[src/rtl/stopwatch_ctrl.sv]
// Stopwatch control FSM and min:sec:centisec time base with lap snapshot,
// saturation at the top count and a blinking display enable while saturated.
module stopwatch_ctrl #(
   parameter int BLINK_TICKS = 50,
   parameter int MAX_MIN     = 59
) (
   input  logic       clk,
   input  logic       rst_n,
   input  logic       tick,
   input  logic       btn_ss,
   input  logic       btn_clr,
   input  logic       btn_lap,
   output logic [6:0] cs,
   output logic [5:0] sec,
   output logic [5:0] min,
   output logic       running,
   output logic       lap_active,
   output logic       disp_en
);

   localparam int            BW         = $clog2(BLINK_TICKS + 1);
   localparam logic [BW-1:0] BLINK_LAST = BW'(BLINK_TICKS - 1);
   localparam logic [BW-1:0] BLINK_ONE  = BW'(1);
   localparam logic [BW-1:0] BLINK_ZERO = BW'(0);
   localparam logic [5:0]    MIN_LAST   = 6'(MAX_MIN);

   typedef enum logic [1:0] {
      IDLE  = 2'd0,
      RUN   = 2'd1,
      PAUSE = 2'd2,
      MAXED = 2'd3
   } state_t;

   state_t        state_q, state_d;
   logic [6:0]    lcs_q, lcs_d, scs_q, scs_d, cs_q, cs_d;
   logic [5:0]    lsec_q, lsec_d, ssec_q, ssec_d, sec_q, sec_d;
   logic [5:0]    lmin_q, lmin_d, smin_q, smin_d, min_q, min_d;
   logic          lap_q, lap_d, disp_q, disp_d, running_q, running_d;
   logic [BW-1:0] blink_q, blink_d;
   logic          ss_s_q, ss_h_q, clr_s_q, clr_h_q, lap_s_q, lap_h_q;
   logic          clr_ev, ss_raw, ss_ev, lap_ev, at_top_m1;

   // Edge-detected button events, resolved by priority clr > ss > lap
   assign clr_ev    = clr_s_q & ~clr_h_q;
   assign ss_raw    = ss_s_q & ~ss_h_q;
   assign ss_ev     = ss_raw & ~clr_ev;
   assign lap_ev    = lap_s_q & ~lap_h_q & ~clr_ev & ~ss_raw;
   assign at_top_m1 = (lmin_q == MIN_LAST) && (lsec_q == 6'd59) && (lcs_q == 7'd98);

   // Next-state, counter, lap and blink logic
   always_comb begin
      state_d = state_q;
      lcs_d   = lcs_q;
      lsec_d  = lsec_q;
      lmin_d  = lmin_q;
      scs_d   = scs_q;
      ssec_d  = ssec_q;
      smin_d  = smin_q;
      lap_d   = lap_q;
      disp_d  = disp_q;
      blink_d = blink_q;
      if (clr_ev) begin
         state_d = IDLE;
         lcs_d   = 7'd0;
         lsec_d  = 6'd0;
         lmin_d  = 6'd0;
         scs_d   = 7'd0;
         ssec_d  = 6'd0;
         smin_d  = 6'd0;
         lap_d   = 1'b0;
         disp_d  = 1'b1;
         blink_d = BLINK_ZERO;
      end else begin
         case (state_q)
            IDLE: begin
               if (ss_ev) state_d = RUN;
               else       state_d = IDLE;
            end
            RUN: begin
               // The snapshot takes the count as it stood before this edge's tick
               if (lap_ev && !lap_q) begin
                  scs_d  = lcs_q;
                  ssec_d = lsec_q;
                  smin_d = lmin_q;
                  lap_d  = 1'b1;
               end else if (lap_ev) begin
                  lap_d = 1'b0;
               end else begin
                  lap_d = lap_q;
               end
               if (tick && lcs_q == 7'd99) begin
                  lcs_d = 7'd0;
                  if (lsec_q == 6'd59) begin
                     lsec_d = 6'd0;
                     lmin_d = lmin_q + 6'd1;
                  end else begin
                     lsec_d = lsec_q + 6'd1;
                  end
               end else if (tick) begin
                  lcs_d = lcs_q + 7'd1;
               end else begin
                  lcs_d = lcs_q;
               end
               if (tick && at_top_m1) begin
                  state_d = MAXED;
                  lap_d   = 1'b0;
                  disp_d  = 1'b0;
                  blink_d = BLINK_ZERO;
               end else if (ss_ev) begin
                  state_d = PAUSE;
               end else begin
                  state_d = RUN;
               end
            end
            PAUSE: begin
               if (ss_ev)       state_d = RUN;
               else if (lap_ev) lap_d   = 1'b0;
               else             state_d = PAUSE;
            end
            MAXED: begin
               if (tick && blink_q == BLINK_LAST) begin
                  blink_d = BLINK_ZERO;
                  disp_d  = ~disp_q;
               end else if (tick) begin
                  blink_d = blink_q + BLINK_ONE;
               end else begin
                  blink_d = blink_q;
               end
            end
            default: state_d = IDLE;
         endcase
      end
      cs_d      = lap_d ? scs_d  : lcs_d;
      sec_d     = lap_d ? ssec_d : lsec_d;
      min_d     = lap_d ? smin_d : lmin_d;
      running_d = (state_d == RUN);
   end

   // State, counters, button history and registered outputs
   always_ff @(posedge clk or negedge rst_n) begin
      if (!rst_n) begin
         state_q   <= IDLE;
         lcs_q     <= 7'd0;
         lsec_q    <= 6'd0;
         lmin_q    <= 6'd0;
         scs_q     <= 7'd0;
         ssec_q    <= 6'd0;
         smin_q    <= 6'd0;
         cs_q      <= 7'd0;
         sec_q     <= 6'd0;
         min_q     <= 6'd0;
         lap_q     <= 1'b0;
         disp_q    <= 1'b1;
         running_q <= 1'b0;
         blink_q   <= BLINK_ZERO;
         ss_s_q    <= 1'b0;
         ss_h_q    <= 1'b0;
         clr_s_q   <= 1'b0;
         clr_h_q   <= 1'b0;
         lap_s_q   <= 1'b0;
         lap_h_q   <= 1'b0;
      end else begin
         state_q   <= state_d;
         lcs_q     <= lcs_d;
         lsec_q    <= lsec_d;
         lmin_q    <= lmin_d;
         scs_q     <= scs_d;
         ssec_q    <= ssec_d;
         smin_q    <= smin_d;
         cs_q      <= cs_d;
         sec_q     <= sec_d;
         min_q     <= min_d;
         lap_q     <= lap_d;
         disp_q    <= disp_d;
         running_q <= running_d;
         blink_q   <= blink_d;
         ss_s_q    <= btn_ss;
         ss_h_q    <= ss_s_q;
         clr_s_q   <= btn_clr;
         clr_h_q   <= clr_s_q;
         lap_s_q   <= btn_lap;
         lap_h_q   <= lap_s_q;
      end
   end

   assign cs         = cs_q;
   assign sec        = sec_q;
   assign min        = min_q;
   assign running    = running_q;
   assign lap_active = lap_q;
   assign disp_en    = disp_q;

endmodule

[config.mk]
export PLATFORM = sky130hd
export DESIGN_NAME = stopwatch_ctrl
export DESIGN_NICKNAME = d
export VERILOG_FILES = /design/src/rtl/stopwatch_ctrl.sv
export SDC_FILE = /design/constraint.sdc
export NUM_CORES = 1
export LEC_CHECK = 0
export BUFFER_PORTS_ARGS = -buffer_cell sky130_fd_sc_hd__buf_2
export CORE_ASPECT_RATIO = 0.75
export CORE_MARGIN = 3
export CORE_UTILIZATION = 55
export CTS_CLUSTER_DIAMETER = 150
export CTS_CLUSTER_SIZE = 24
export DETAILED_ROUTE_END_ITERATION = 16
export PLACE_DENSITY = 0.74
export SYNTH_ARGS = -nofsm -noshare
export SYNTH_HDL_FRONTEND = slang
export SYNTH_SLANG_ARGS = --single-unit
export TNS_END_PERCENT = 10
[constraint.sdc]
create_clock -name clk -period 6.15 [get_ports clk]
set_input_delay 0.9225 -clock clk [delete_from_list [all_inputs] [get_ports clk]]
set_output_delay 0.9225 -clock clk [all_outputs]
set_load 0.02 [all_outputs]
Yosys cells after proc, flatten, opt, wreduce, memory -nomap -nowiden:

Cells that the tools add are included.

* register bits: 74
* output and inout bits: 22
* input port bits: 6
* word-level logic and storage cells: 105
* memories: 0
* memory bits (read-only): 0
* memory bits (writable): 0
* bits in latches: 0

* shifts and indexed selects: 0
* reductions and logical operators: 11
* divide/modulo/power cells: 0
* mux-type cells: 46
* eq/ne operators: 12
* multiply operators: 0
* add/subtract/negate cells: 4
* bitwise logic cells: 12
* $lt $le $gt $ge: 0

Operators with widths (count)
* $mux 6: 20
* $mux 7: 8
* $add 6x1->6 const B: 3
* $eq 6x6->1 const B: 3
* $eq 7x7->1 const B: 2
* $pmux 6 s2: 1
* $mux 2: 5
* $mux 1: 9
* $add 7x1->7 const B: 1
* $and 1x1->1: 6
* $logic_and 1x1->1: 6
* $ne 3x3->1 const B: 2
* $not 1->1: 6
* $pmux 2 s3: 1
* $reduce_and 3->1: 2
* $eq 2x1->1 const B: 2
* $eq 2x2->1 const B: 2
* $ne 4x4->1 const B: 1
* $pmux 1 s2: 2
* $reduce_bool 3->1: 1
* $logic_not 2->1: 1
* $logic_not 1->1: 1

Logic depth before layout (Yosys ltp):

Gate-level depths: netlist of the first run.

* depth in word-level cells: 11
* mapped depth: 10
* mapped depth without buffers: 8

Worst setup path after synthesis of the first run:

OpenSTA, ideal clock, no wires.

* path type: input to register
* start point: in tick
* end point: reg sec_q[4], in the netlist sec[4]
* path slack: 3685 ps
* required time: 6086 ps
* arrival: 2401 ps
* path buffers: 1
* stages: 6
* setup time: 64 ps
* path through: buf_4 > nand4bb_4 > or4_4 > or3b_1 > a21oi_2 > mux2_2

* longest elaborated chain between the ends: 5
* elaborated cells between the ends (all ways): 9
* classes of those cells: mux: 7; reduce/logical: 2

RTL lines
* from (decl): line 9 `input logic tick,`
* $logic_and 1x1->1: line 91 `if (tick && lcs_q == 7'd99) begin`
* $mux 6: line 91
* $mux 6: line 74 `case (state_q)`
* $mux 6: line 62 `if (clr_ev) begin`
* via lsec_d[4]: line 36 `logic [5:0] lsec_q, lsec_d, ssec_q, ssec_d, sec_q, sec_d;`
* $mux 6: line 134 `sec_d = lap_d ? ssec_d : lsec_d;`
* via sec_d[4]: line 36
* to (signal assigned): line 150 `sec_q <= 6'd0;`
* to (signal assigned): line 171 `sec_q <= sec_d;`
* to (decl): line 36

The timed path passes the listed nets, and every way through them passes these cells.
A chain may end at the register's enable or synchronous reset.

Final worst setup path of the first run:

* start point: reg clr_s_q
* end point: reg cs_q[4], in the netlist cs[4]

* elaborated cells between the ends (all ways): 17
* classes of those cells: mux: 11; bitwise: 5; reduce/logical: 1

RTL lines
* from (decl): line 40 `logic ss_s_q, ss_h_q, clr_s_q, clr_h_q, lap_s_q, lap_h_q;`
* from (signal assigned): line 179 `clr_s_q <= btn_clr;`
* $and 1x1->1 *: line 44 `assign clr_ev = clr_s_q & ~clr_h_q;`
* $not 1->1: line 47 `assign lap_ev = lap_s_q & ~lap_h_q & ~clr_ev & ~ss_raw;`
* $and 1x1->1 (2 in series): line 47
* $logic_and 1x1->1: line 81 `if (lap_ev && !lap_q) begin`
* $mux 7: line 81
* $mux 7: line 74
* $mux 7 *: line 62
* via scs_d[4]: line 35 `logic [6:0] lcs_q, lcs_d, scs_q, scs_d, cs_q, cs_d;`
* $mux 7 *: line 133 `cs_d = lap_d ? scs_d : lcs_d;`
* via cs_d[4]: line 35
* to (signal assigned): line 170 `cs_q <= cs_d;`
* to (decl): line 35

The timed path passes the listed nets; every way through them passes the cells marked *.

==> out/summary.json, run 1 <==
{
  "status": {"value": "finished, final reports clean"},
  "cts_htree_levels": {"value": 3},
  "worst_ir_drop_vdd": {"value": 0.190, "unit": "mV"},
  "crit_path_frequent_cell": {"value": "sky130_fd_sc_hd__nand2_1"},
  "num_vias": {"value": 2690},
  "synth-edff-count": {"value": 0},
  "worstSkewPairLatency": {"value": 0.35, "unit": "ns"},
  "fin_crit_sh": {"value": 0.545},
  "placedInstanceArea": {"value": 3770, "unit": "um^2"},
  "final_cell_count_without_fillers": {"value": 456},
  "cp_max_fo": {"value": 20},
  "report.final.hold_viol_count": {"value": 0},
  "maximum_number_of_pins_on_one_net_before_global_route_repair": {"value": 75},
  "design.final.nets": {"value": 391},
  "total_leakage_power": {"value": 1.81, "unit": "nW"},
  "yosys_register_bits": {"value": 74},
  "synth-async-reset-ratio": {"value": 1.00},
  "fp.dieArea": {"value": 7550, "unit": "um^2"},
  "yosysWarningCount": {"value": 0},
  "timing.critical_path.slowest_cell_delay": {"value": 0.69, "unit": "ns"},
  "worst_r2r_path_depth": {"value": 8},
  "setup_total_negative_slack": {"value": 0, "unit": "ns"},
  "globalRoute.totalOverflow": {"value": 0},
  "clock-root-buffer": {"value": "sky130_fd_sc_hd__clkbuf_8"},
  "timing.critical_path.required": {"value": 6.37, "unit": "ns"},
  "core": {"value": 6070, "unit": "um^2"},
  "finalSetupViolCount": {"value": 0},
  "post-place-cells": {"value": 440},
  "seq_area_frac_synth": {"value": 0.515},
  "route.antenna.remaining_nets": {"value": 0},
  "synthCells": {"value": 351},
  "design_power_total": {"value": 0.00103, "unit": "W"},
  "crit_type": {"value": "flop to flop"},
  "critical_path.slowest_cell": {"value": "sky130_fd_sc_hd__ha_1"},
  "fmax": {"value": 299, "unit": "MHz"},
  "post-route-drc-count": {"value": 0},
  "post_route_cells_drive_above_1_share": {"value": 0.196},
  "cell_chain_critical_path": {"value": "nand2b_1 > nand4_1 > inv_1 > ha_1 > nand2_1 > nand2_1 > a21oi_1 > mux2_2"},
  "antenna_cells": {"value": 0},
  "cts_sinks": {"value": 74},
  "portBuffers": {"value": 27},
  "fill_cells": {"value": 492},
  "numCtsBuffers": {"value": 9},
  "floorplan.rows": {"value": 24},
  "cp_data_arrival_time": {"value": 3.57, "unit": "ns"},
  "slew_headroom": {"value": 0.401},
  "mostFrequentLayoutCell": {"value": "sky130_fd_sc_hd__dfrtp_1"},
  "critical_path.endpoint_type": {"value": "flop"},
  "io-pin-count": {"value": 28},
  "synth_top_flop_cell": {"value": "sky130_fd_sc_hd__dfrtp_1"},
  "max_slew.worst_pin.slew": {"value": 0.899, "unit": "ns"},
  "wl_per_cell": {"value": 16.2, "unit": "um"},
  "cts_tree": {"value": "done"},
  "cts-hold-fix-buffers": {"value": 0},
  "stdcell_area": {"value": 3980, "unit": "um^2"},
  "setup.reg_to_reg.worst_slack": {"value": 2.80, "unit": "ns"},
  "postCtsSetupRepairBufs": {"value": 0},
  "worstHoldStart": {"value": "lap_s_q"},
  "first_global_vias": {"value": 2702},
  "cp-start-kind": {"value": "flop"},
  "regToRegEndpoint": {"value": "cs[4]"},
  "finalCriticalPeriod": {"value": 3.35, "unit": "ns"},
  "number_of_stages_on_the_worst_hold_path": {"value": 0},
  "critical_path.reg2reg.startpoint": {"value": "clr_s_q"},
  "drtIter0Drc": {"value": 172},
  "syn2layout_area_growth": {"value": 10.7, "unit": "%"},
  "yosysUniqueCellTypes": {"value": 52},
  "dpl.hpwl": {"value": 4780, "unit": "um"},
  "fin_hold_ws": {"value": 0.412, "unit": "ns"},
  "average_footprint_of_a_synthesized_cell": {"value": 10.2, "unit": "um^2"},
  "hold-path-endpoint": {"value": "lap_h_q"},
  "initial_utilization": {"value": 0.593},
  "cts.reportedPaths.clkPinSlew": {"value": 0.08, "unit": "ns"},
  "floorplan.die.height": {"value": 76.0, "unit": "um"},
  "sum_of_routed_wire_length_over_all_layers": {"value": 7380, "unit": "um"},
  "cts.path.max_buffers": {"value": 2},
  "via_to_cell_ratio": {"value": 5.90},
  "antenna_violations_before_repair": {"value": 0},
  "post_cts_resize_count": {"value": 0},
  "die_w": {"value": 99.4, "unit": "um"},
  "grt.total_usage": {"value": 0.216},
  "pwr_density_cell": {"value": 259, "unit": "nW/um^2"},
  "rsz0062_at_grt": {"value": "false"},
  "mostFrequentLayoutCells": {"value": "sky130_fd_sc_hd__dfrtp_1 (73), sky130_fd_sc_hd__nand2_1 (39), sky130_fd_sc_hd__nand3_1 (33)"},
  "grt_first_pass_wirelength": {"value": 13100, "unit": "um"},
  "hold_path.class": {"value": "flop to flop"},
  "max_cap_violations": {"value": 0},
  "final-max-slew-violation-count": {"value": 0},
  "fin_skew": {"value": 0.00974, "unit": "ns"},
  "gpl.final_weighted_congestion": {"value": 0.873},
  "syn_area": {"value": 3590, "unit": "um^2"},
  "drt_pass1_iterations": {"value": 4},
  "syn-num-nets": {"value": 369}
}
-- cell usage after synthesis (4+ instances only) --
library cell / number / area [um^2]
sky130_fd_sc_hd__nor2b_1: 4 / 25.0
sky130_fd_sc_hd__a21oi_1: 28 / 140
sky130_fd_sc_hd__dfrtp_1: 73 / 1830
sky130_fd_sc_hd__nand2b_1: 7 / 43.8
sky130_fd_sc_hd__ha_1: 12 / 150
sky130_fd_sc_hd__a31oi_1: 5 / 31.3
sky130_fd_sc_hd__xnor2_1: 6 / 52.6
sky130_fd_sc_hd__nor2_1: 16 / 60.1
sky130_fd_sc_hd__inv_1: 12 / 45.0
sky130_fd_sc_hd__nand2_1: 39 / 146
sky130_fd_sc_hd__nand3_1: 33 / 165
sky130_fd_sc_hd__nor3_1: 10 / 50.1
sky130_fd_sc_hd__mux2_2: 19 / 214
sky130_fd_sc_hd__or3_1: 5 / 31.3
sky130_fd_sc_hd__o21ai_0: 11 / 55.1
sky130_fd_sc_hd__a21oi_2: 4 / 35.0
sky130_fd_sc_hd__clkbuf_1: 13 / 48.8
-- critical path, delay by kind of cell, from the launching register on --
| kind | cells | cell delay, ns |
|---|---|---|
| and+or+nand+nor | 4 | 1.61 |
| AOI/OAI and AO/OA | 1 | 0.11 |
| adders and majority gates | 1 | 0.69 |
| muxes | 1 | 0.30 |
| buffers and inverters | 1 | 0.11 |
| DFF | 1 | 0.40 |
-- area by class of cell --
cell class,instances,area (um^2),area share
Tap cell,78,97.6,0.0245
Inverter,12,45.0,0.0113
Multi-Input combinational cell,246,1610,0.405
Sequential cell,74,1850,0.466
Timing Repair Buffer,30,160,0.0403
Clock inverter,6,72.6,0.0182
Clock buffer,10,138,0.0346
-- where the power goes --
| part | internal [W] | leakage, nW | switching, W |
|---|---|---|---|
| clock network | 0.000203 | 0.103 | 0.000191 |
| registers | 0.000504 | 1.01 | 0.0000123 |
| logic | 0.0000398 | 0.695 | 0.0000817 |
| total | 0.000747 | 1.81 | 0.000285 |
-- layer usage --
metal,wire length [um],share of wire,track usage,vias up
li1,-,-,-,1303
met1,3490,0.47,0.308,1295
met2,3360,0.46,0.328,87
met3,475,0.064,0.0586,5
met4,57,0.0077,0.0546,0
met5,0,0,0,-
-- cell families after synthesis --
group                    share of synthesized area
multiplexers                                0.0682
buffers and inverters                       0.0365
AND/OR/NAND/NOR                              0.205
XOR/XNOR                                    0.0146
AO/OA/AOI/OAI                                0.118
flip-flops                                   0.515
adder cells (fa/ha/maj)                     0.0418
-- through the flow --
stage	utilization	setup WS (ns)
floorplan	-	3.68
global placement	0.621	3.03
detailed placement	0.621	2.89
CTS	0.656	2.82
global route	0.656	2.49
finish	0.656	2.80
-- registers in the layout, summed over array words and instances, names as in the netlist --
name,count
clr_h_q,1
min,6
lap_active,1
lap_h_q,1
scs_q,7
lmin_q,6
ss_h_q,1
clr_s_q,1
cs,7
lcs_q,7
lap_s_q,1
ssec_q,6
blink_q,6
ss_s_q,1
disp_en,1
state_q,2
smin_q,6
lsec_q,6
sec,6
running,1
-- worst max-delay path by stage --
stage,start,endpoint,slack [ns],cells after the start
finish,clr_s_q,cs[4],2.80,8
global route,clr_s_q,cs[4],2.49,8
CTS,clr_h_q,cs[4],2.82,8
detailed placement,clr_h_q,sec[2],2.89,8
global placement,clr_h_q,sec[2],3.03,8
floorplan,tick,sec[4],3.68,6
No activity file was read; power rests on OpenSTA's default activity.
==> inputs of run 2 (changes only) <==
- clock period: 6.15 -> 3.25 ns (I/O delays scaled with it)
==> out/summary.json, run 2 (synthesis results as in run 1) <==
{
  "status": {"value": "finished, final reports clean"},
  "mostFrequentLayoutCell": {"value": "sky130_fd_sc_hd__dfrtp_1"},
  "drt_pass1_iterations": {"value": 4, "change": "unchanged"},
  "gpl.final_weighted_congestion": {"value": 0.850, "change": "-2.6%"},
  "sequential_cell_area": {"value": 1850, "unit": "um^2", "change": "unchanged"},
  "cp_max_fo": {"value": 20, "change": "unchanged"},
  "mostFrequentLayoutCells": {"value": "sky130_fd_sc_hd__dfrtp_1 (73), sky130_fd_sc_hd__nand2_1 (39), sky130_fd_sc_hd__nand3_1 (33)"},
  "crit_type": {"value": "flop to flop"},
  "setup_total_negative_slack": {"value": 0, "unit": "ns", "change": "unchanged"},
  "critical_path.slowest_cell": {"value": "sky130_fd_sc_hd__nand2_1"},
  "num_vias": {"value": 2676, "change": "-0.52%"},
  "max_slew.worst_pin.slew": {"value": 0.923, "unit": "ns", "change": "+0.0243 ns"},
  "first_global_vias": {"value": 2645, "change": "-2.1%"},
  "critical_path_buf_inv_count": {"value": 1, "change": "unchanged"},
  "rsz0062_at_grt": {"value": "false"},
  "final-max-slew-violation-count": {"value": 0, "change": "unchanged"},
  "io-pin-count": {"value": 28, "change": "unchanged"},
  "design_power_total": {"value": 0.00207, "unit": "W", "change": "+100%"},
  "portBuffers": {"value": 27, "change": "unchanged"},
  "antenna_cells": {"value": 0, "change": "unchanged"},
  "multi_input_comb_area": {"value": 1610, "unit": "um^2", "change": "unchanged"},
  "cell_chain_critical_path": {"value": "nand2b_1 > nand4_1 > inv_1 > ha_1 > nand2_1 > nand2_1 > a21oi_1 > mux2_1"},
  "dpl.hpwl": {"value": 4820, "unit": "um", "change": "+0.79%"},
  "fin_crit_sh": {"value": 0.882, "change": "+0.337"},
  "fp.dieArea": {"value": 7550, "unit": "um^2", "change": "unchanged"},
  "cp-start-kind": {"value": "flop"},
  "initial_utilization": {"value": 0.593, "change": "unchanged"},
  "pwr_density_cell": {"value": 514, "unit": "nW/um^2", "change": "+98%"},
  "crit_path_frequent_cell": {"value": "sky130_fd_sc_hd__nand2_1"},
  "worst_ir_drop_vdd": {"value": 0.349, "unit": "mV", "change": "+84%"},
  "post_cts_resize_count": {"value": 0, "change": "unchanged"},
  "syn2layout_area_growth": {"value": 12.2, "unit": "%"},
  "fin_skew": {"value": 0.00929, "unit": "ns", "change": "-0.000450 ns"},
  "cp_data_arrival_time": {"value": 3.09, "unit": "ns", "change": "-0.48 ns"},
  "critical_path.endpoint_type": {"value": "flop"},
  "cts.reportedPaths.clkPinSlew": {"value": 0.08, "unit": "ns", "change": "about the same"},
  "cts_htree_levels": {"value": 3, "change": "unchanged"},
  "fmax": {"value": 349, "unit": "MHz", "change": "+17%"},
  "cts_sinks": {"value": 74, "change": "unchanged"},
  "report.final.hold_viol_count": {"value": 0, "change": "unchanged"},
  "core": {"value": 6070, "unit": "um^2", "change": "unchanged"},
  "max_cap_violations": {"value": 0, "change": "unchanged"},
  "die_w": {"value": 99.4, "unit": "um", "change": "unchanged"},
  "numCtsBuffers": {"value": 9, "change": "unchanged"},
  "postCtsSetupRepairBufs": {"value": 0, "change": "unchanged"},
  "route.antenna.remaining_nets": {"value": 0, "change": "unchanged"},
  "cp_top_family": {"value": "simple AND/OR/NAND/NOR gates"},
  "slew_headroom": {"value": 0.385, "change": "-0.0162"},
  "design.final.nets": {"value": 394, "change": "+0.77%"},
  "sum_of_routed_wire_length_over_all_layers": {"value": 7380, "unit": "um", "change": "about the same"},
  "finalSetupViolCount": {"value": 0, "change": "unchanged"},
  "finalCriticalPeriod": {"value": 2.87, "unit": "ns", "change": "-0.484 ns"},
  "globalRoute.totalOverflow": {"value": 0, "change": "unchanged"},
  "floorplan.die.height": {"value": 76.0, "unit": "um", "change": "unchanged"},
  "drtIter0Drc": {"value": 246, "change": "+43%"},
  "grt_first_pass_wirelength": {"value": 13200, "unit": "um", "change": "+0.63%"},
  "floorplan.rows": {"value": 24, "change": "unchanged"},
  "clock-root-buffer": {"value": "sky130_fd_sc_hd__clkbuf_8"},
  "wl_per_cell": {"value": 16.1, "unit": "um", "change": "-0.67%"},
  "timing.critical_path.required": {"value": 3.48, "unit": "ns", "change": "-2.89 ns"},
  "post-route-drc-count": {"value": 0, "change": "unchanged"},
  "cts.path.max_buffers": {"value": 2, "change": "unchanged"},
  "worstSkewPairLatency": {"value": 0.35, "unit": "ns", "change": "about the same"},
  "antenna_violations_before_repair": {"value": 0, "change": "unchanged"},
  "timing.critical_path.slowest_cell_delay": {"value": 0.64, "unit": "ns", "change": "-0.05 ns"},
  "total_leakage_power": {"value": 1.83, "unit": "nW", "change": "+1.4%"},
  "cts_tree": {"value": "done"},
  "fill_cells": {"value": 474, "change": "-3.7%"},
  "post_route_cells_drive_above_1_share": {"value": 0.199, "change": "+0.00371"},
  "grt.total_usage": {"value": 0.216, "change": "about the same"},
  "via_to_cell_ratio": {"value": 5.83, "change": "-1.2%"},
  "cts-hold-fix-buffers": {"value": 0, "change": "unchanged"},
  "maximum_number_of_pins_on_one_net_before_global_route_repair": {"value": 75, "change": "unchanged"},
  "hold_path.class": {"value": "input port to flop"}
}
## run 2: changes by cell type in the layout (fill, tap and decap cells not counted)
cell	delta
sky130_fd_sc_hd__buf_4	+3
sky130_fd_sc_hd__bufinv_16	+2
sky130_fd_sc_hd__clkbuf_1	+1
sky130_fd_sc_hd__clkbuf_8	-1
sky130_fd_sc_hd__clkinv_4	-2
sky130_fd_sc_hd__clkinvlp_4	+1
sky130_fd_sc_hd__inv_6	-1
## run 2: layout make-up
class / instances / share of cell area
sequential: 74 / 0.460
multi-input combinational: 246 / 0.400
timing repair buffer: 33 / 0.0453
clock buffer: 10 / 0.0316
clock inverter: 6 / 0.0282
tap: 78 / 0.0242
inverter: 12 / 0.0112
## run 2: report_power, final
part	leakage, nW	internal, W	switching, W
sequential	1.01	0.000954	0.0000252
combinational	0.710	0.0000794	0.000155
clock	0.113	0.000513	0.000348
total	1.83	0.00155	0.000528
## run 2: path summary, 6_finish.rpt
path | from | end | slack, ns | depth (start not counted)
min in group asynchronous | rst_n | state_q[1] | 0.28 | 1
worst max-delay path | ss_s_q | sec[2] | 0.38 | 8
worst min register to register | clr_s_q | clr_h_q | 0.41 | 0
worst max register to register | ss_s_q | sec[2] | 0.38 | 8
max in group asynchronous | rst_n | lsec_q[3] | 2.38 | 1
worst min-delay path | btn_lap | lap_s_q | 0.24 | 1
## run 2: per-stage QoR
stage | instances | hold slack (ns) | setup WS (ns) | util | area, um^2
CTS | 459 | 0.234 | 0.313 | 0.665 | 4030
global placement | 443 | 0.372 | 0.459 | 0.625 | 3790
detailed placement | 443 | 0.392 | 0.339 | 0.625 | 3790
global route | 459 | 0.229 | 0.0245 | 0.665 | 4030
finish | 459 | 0.243 | 0.384 | 0.665 | 4030
floorplan | 351 | 0.192 | 1.09 | - | 3590
## run 2: layer usage
layer,part of all wire,up-vias,track usage
li1,-,1300,-
met3,0.058,7,0.0531
met4,0.0096,0,0.0614
met2,0.43,77,0.299
met5,0,-,0
met1,0.50,1292,0.335
==> inputs of run 3 (changes only) <==
- CORE_UTILIZATION: 55 -> 53
- PLACE_DENSITY: 0.74 -> 0.72
- REMOVE_ABC_BUFFERS: default -> 1
- SLEW_MARGIN: default -> 20
==> out/summary.json, run 3 (synthesis results as in run 1) <==
{
  "status": {"value": "finished, final reports clean"},
  "pwr_density_cell": {"value": 467, "unit": "nW/um^2", "change": "-9.3%"},
  "grt.total_usage": {"value": 0.203, "change": "-0.0123"},
  "grt_first_pass_wirelength": {"value": 12500, "unit": "um", "change": "-5.2%"},
  "num_vias": {"value": 2657, "change": "-0.71%"},
  "total_leakage_power": {"value": 1.81, "unit": "nW", "change": "-1.5%"},
  "io-pin-count": {"value": 28, "change": "unchanged"},
  "post_cts_resize_count": {"value": 0, "change": "unchanged"},
  "design.final.nets": {"value": 394, "change": "unchanged"},
  "cts.reportedPaths.clkPinSlew": {"value": 0.08, "unit": "ns", "change": "about the same"},
  "slew_headroom": {"value": 0.396, "change": "+0.0108"},
  "timing.critical_path.required": {"value": 3.48, "unit": "ns", "change": "about the same"},
  "finalCriticalPeriod": {"value": 2.91, "unit": "ns", "change": "+0.0404 ns"},
  "hold_path.class": {"value": "input port to async pin"},
  "cp_data_arrival_time": {"value": 3.14, "unit": "ns", "change": "+0.05 ns"},
  "syn2layout_area_growth": {"value": 10.5, "unit": "%"},
  "worstSkewPairLatency": {"value": 0.35, "unit": "ns", "change": "about the same"},
  "crit_type": {"value": "flop to flop"},
  "globalRoute.totalOverflow": {"value": 0, "change": "unchanged"},
  "via_to_cell_ratio": {"value": 5.75, "change": "-1.4%"},
  "clock-root-buffer": {"value": "sky130_fd_sc_hd__clkbuf_8"},
  "fmax": {"value": 344, "unit": "MHz", "change": "-1.4%"},
  "numCtsBuffers": {"value": 9, "change": "unchanged"},
  "fill_cells": {"value": 542, "change": "+14%"},
  "wl_per_cell": {"value": 15.7, "unit": "um", "change": "-2.5%"},
  "final-max-slew-violation-count": {"value": 0, "change": "unchanged"},
  "first_global_vias": {"value": 2542, "change": "-3.9%"},
  "portBuffers": {"value": 27, "change": "unchanged"},
  "finalSetupViolCount": {"value": 0, "change": "unchanged"},
  "core": {"value": 6440, "unit": "um^2", "change": "+6.2%"},
  "drt_pass1_iterations": {"value": 5, "change": "+1"},
  "floorplan.rows": {"value": 25, "change": "+4.2%"},
  "final_core_util": {"value": 0.617, "change": "-0.0481"},
  "mostFrequentLayoutCell": {"value": "sky130_fd_sc_hd__dfrtp_1"},
  "cts_sinks": {"value": 74, "change": "unchanged"},
  "worst_ir_drop_vdd": {"value": 0.250, "unit": "mV", "change": "-28%"},
  "cts_htree_levels": {"value": 3, "change": "unchanged"},
  "post_route_cells_drive_above_1_share": {"value": 0.202, "change": "+0.00262"},
  "mostFrequentLayoutCells": {"value": "sky130_fd_sc_hd__dfrtp_1 (73), sky130_fd_sc_hd__nand2_1 (39), sky130_fd_sc_hd__nand3_1 (33)"},
  "initial_utilization": {"value": 0.558, "change": "-0.0348"},
  "setup_total_negative_slack": {"value": 0, "unit": "ns", "change": "unchanged"},
  "floorplan.die.height": {"value": 77.3, "unit": "um", "change": "+1.7%"},
  "drtIter0Drc": {"value": 146, "change": "-41%"},
  "rsz0062_at_grt": {"value": "false"},
  "cts.path.max_buffers": {"value": 2, "change": "unchanged"},
  "antenna_violations_before_repair": {"value": 0, "change": "unchanged"},
  "max_slew.worst_pin.slew": {"value": 0.907, "unit": "ns", "change": "-0.0163 ns"},
  "maximum_number_of_pins_on_one_net_before_global_route_repair": {"value": 75, "change": "unchanged"},
  "cts-hold-fix-buffers": {"value": 0, "change": "unchanged"},
  "antenna_cells": {"value": 0, "change": "unchanged"},
  "fin_skew": {"value": 0.00775, "unit": "ns", "change": "-0.00154 ns"},
  "cp-start-kind": {"value": "flop"},
  "report.final.hold_viol_count": {"value": 0, "change": "unchanged"},
  "fp.dieArea": {"value": 7820, "unit": "um^2", "change": "+3.5%"},
  "die_w": {"value": 101, "unit": "um", "change": "+1.8%"},
  "gpl.final_weighted_congestion": {"value": 0.820, "change": "-3.5%"},
  "cp_max_fo": {"value": 20, "change": "unchanged"},
  "critical_path.endpoint_type": {"value": "flop"},
  "dpl.hpwl": {"value": 4780, "unit": "um", "change": "-0.79%"},
  "post-route-drc-count": {"value": 0, "change": "unchanged"},
  "fin_crit_sh": {"value": 0.894, "change": "+0.0124"},
  "max_cap_violations": {"value": 0, "change": "unchanged"},
  "route.antenna.remaining_nets": {"value": 0, "change": "unchanged"},
  "fin_hold_ws": {"value": 0.244, "unit": "ns", "change": "+0.000802 ns"},
  "postCtsSetupRepairBufs": {"value": 0, "change": "unchanged"},
  "cts_tree": {"value": "done"},
  "sum_of_routed_wire_length_over_all_layers": {"value": 7250, "unit": "um", "change": "-1.9%"}
}
run 3: report_power, final:
part | leakage, nW | switching, W | total, W | internal (W)
registers | 1.01 | 0.0000242 | 0.000979 | 0.000954
clock network | 0.0858 | 0.000362 | 0.000643 | 0.000282
logic | 0.710 | 0.000153 | 0.000232 | 0.0000788
run 3: stage by stage:
stage,cells,instance area [um^2],total power (W),worst slack (ns)
final,462,3970,0.00185,0.344
after global routing,462,3970,0.00194,0.0872
after CTS,462,3970,0.00188,0.395
after detailed placement,446,3790,0.00123,0.418
after global placement,446,3790,0.00122,0.531
after floorplan,332,3510,0.00114,0.167
run 3: path summary, 6_finish.rpt:
path | startpoint | end | slack (ns) | cells past startpoint
min reg2reg | ss_s_q | ss_h_q | 0.40 | 0
max in group asynchronous | rst_n | scs_q[3] | 2.39 | 1
max reg2reg | ss_s_q | sec[2] | 0.34 | 8
max | ss_s_q | sec[2] | 0.34 | 8
min | rst_n | running | 0.24 | 1
min in group clk | btn_lap | lap_s_q | 0.25 | 1
run 3: final cells by class:
cell class                 instances  area, um^2  share of cell area
clock buffer                       9         124              0.0312
clock inverter                     7        55.1              0.0139
inverter                          12        45.0              0.0113
multi-input combinational        246        1610               0.406
sequential                        74        1850               0.466
tap                               81         101              0.0255
timing repair buffer              33         183              0.0460
run 3: routing by layer:
layer  global-route usage  wire [um]  up-vias
met4               0.0571         51        0
met1                0.317       3730     1276
met2                0.271       3040       69
li1                     -          -     1308
met5                    0          0        -
met3               0.0618        426        4
run 3: worst max-delay path, stage by stage (launching register included):
cell,delay [ns]
sky130_fd_sc_hd__dfrtp_1,0.39
sky130_fd_sc_hd__nand2b_1,0.13
sky130_fd_sc_hd__nand4_1,0.21
sky130_fd_sc_hd__inv_1,0.10
sky130_fd_sc_hd__ha_1,0.65
sky130_fd_sc_hd__nand2_1,0.66
sky130_fd_sc_hd__nand2_1,0.23
sky130_fd_sc_hd__a21oi_1,0.10
sky130_fd_sc_hd__mux2_1,0.30
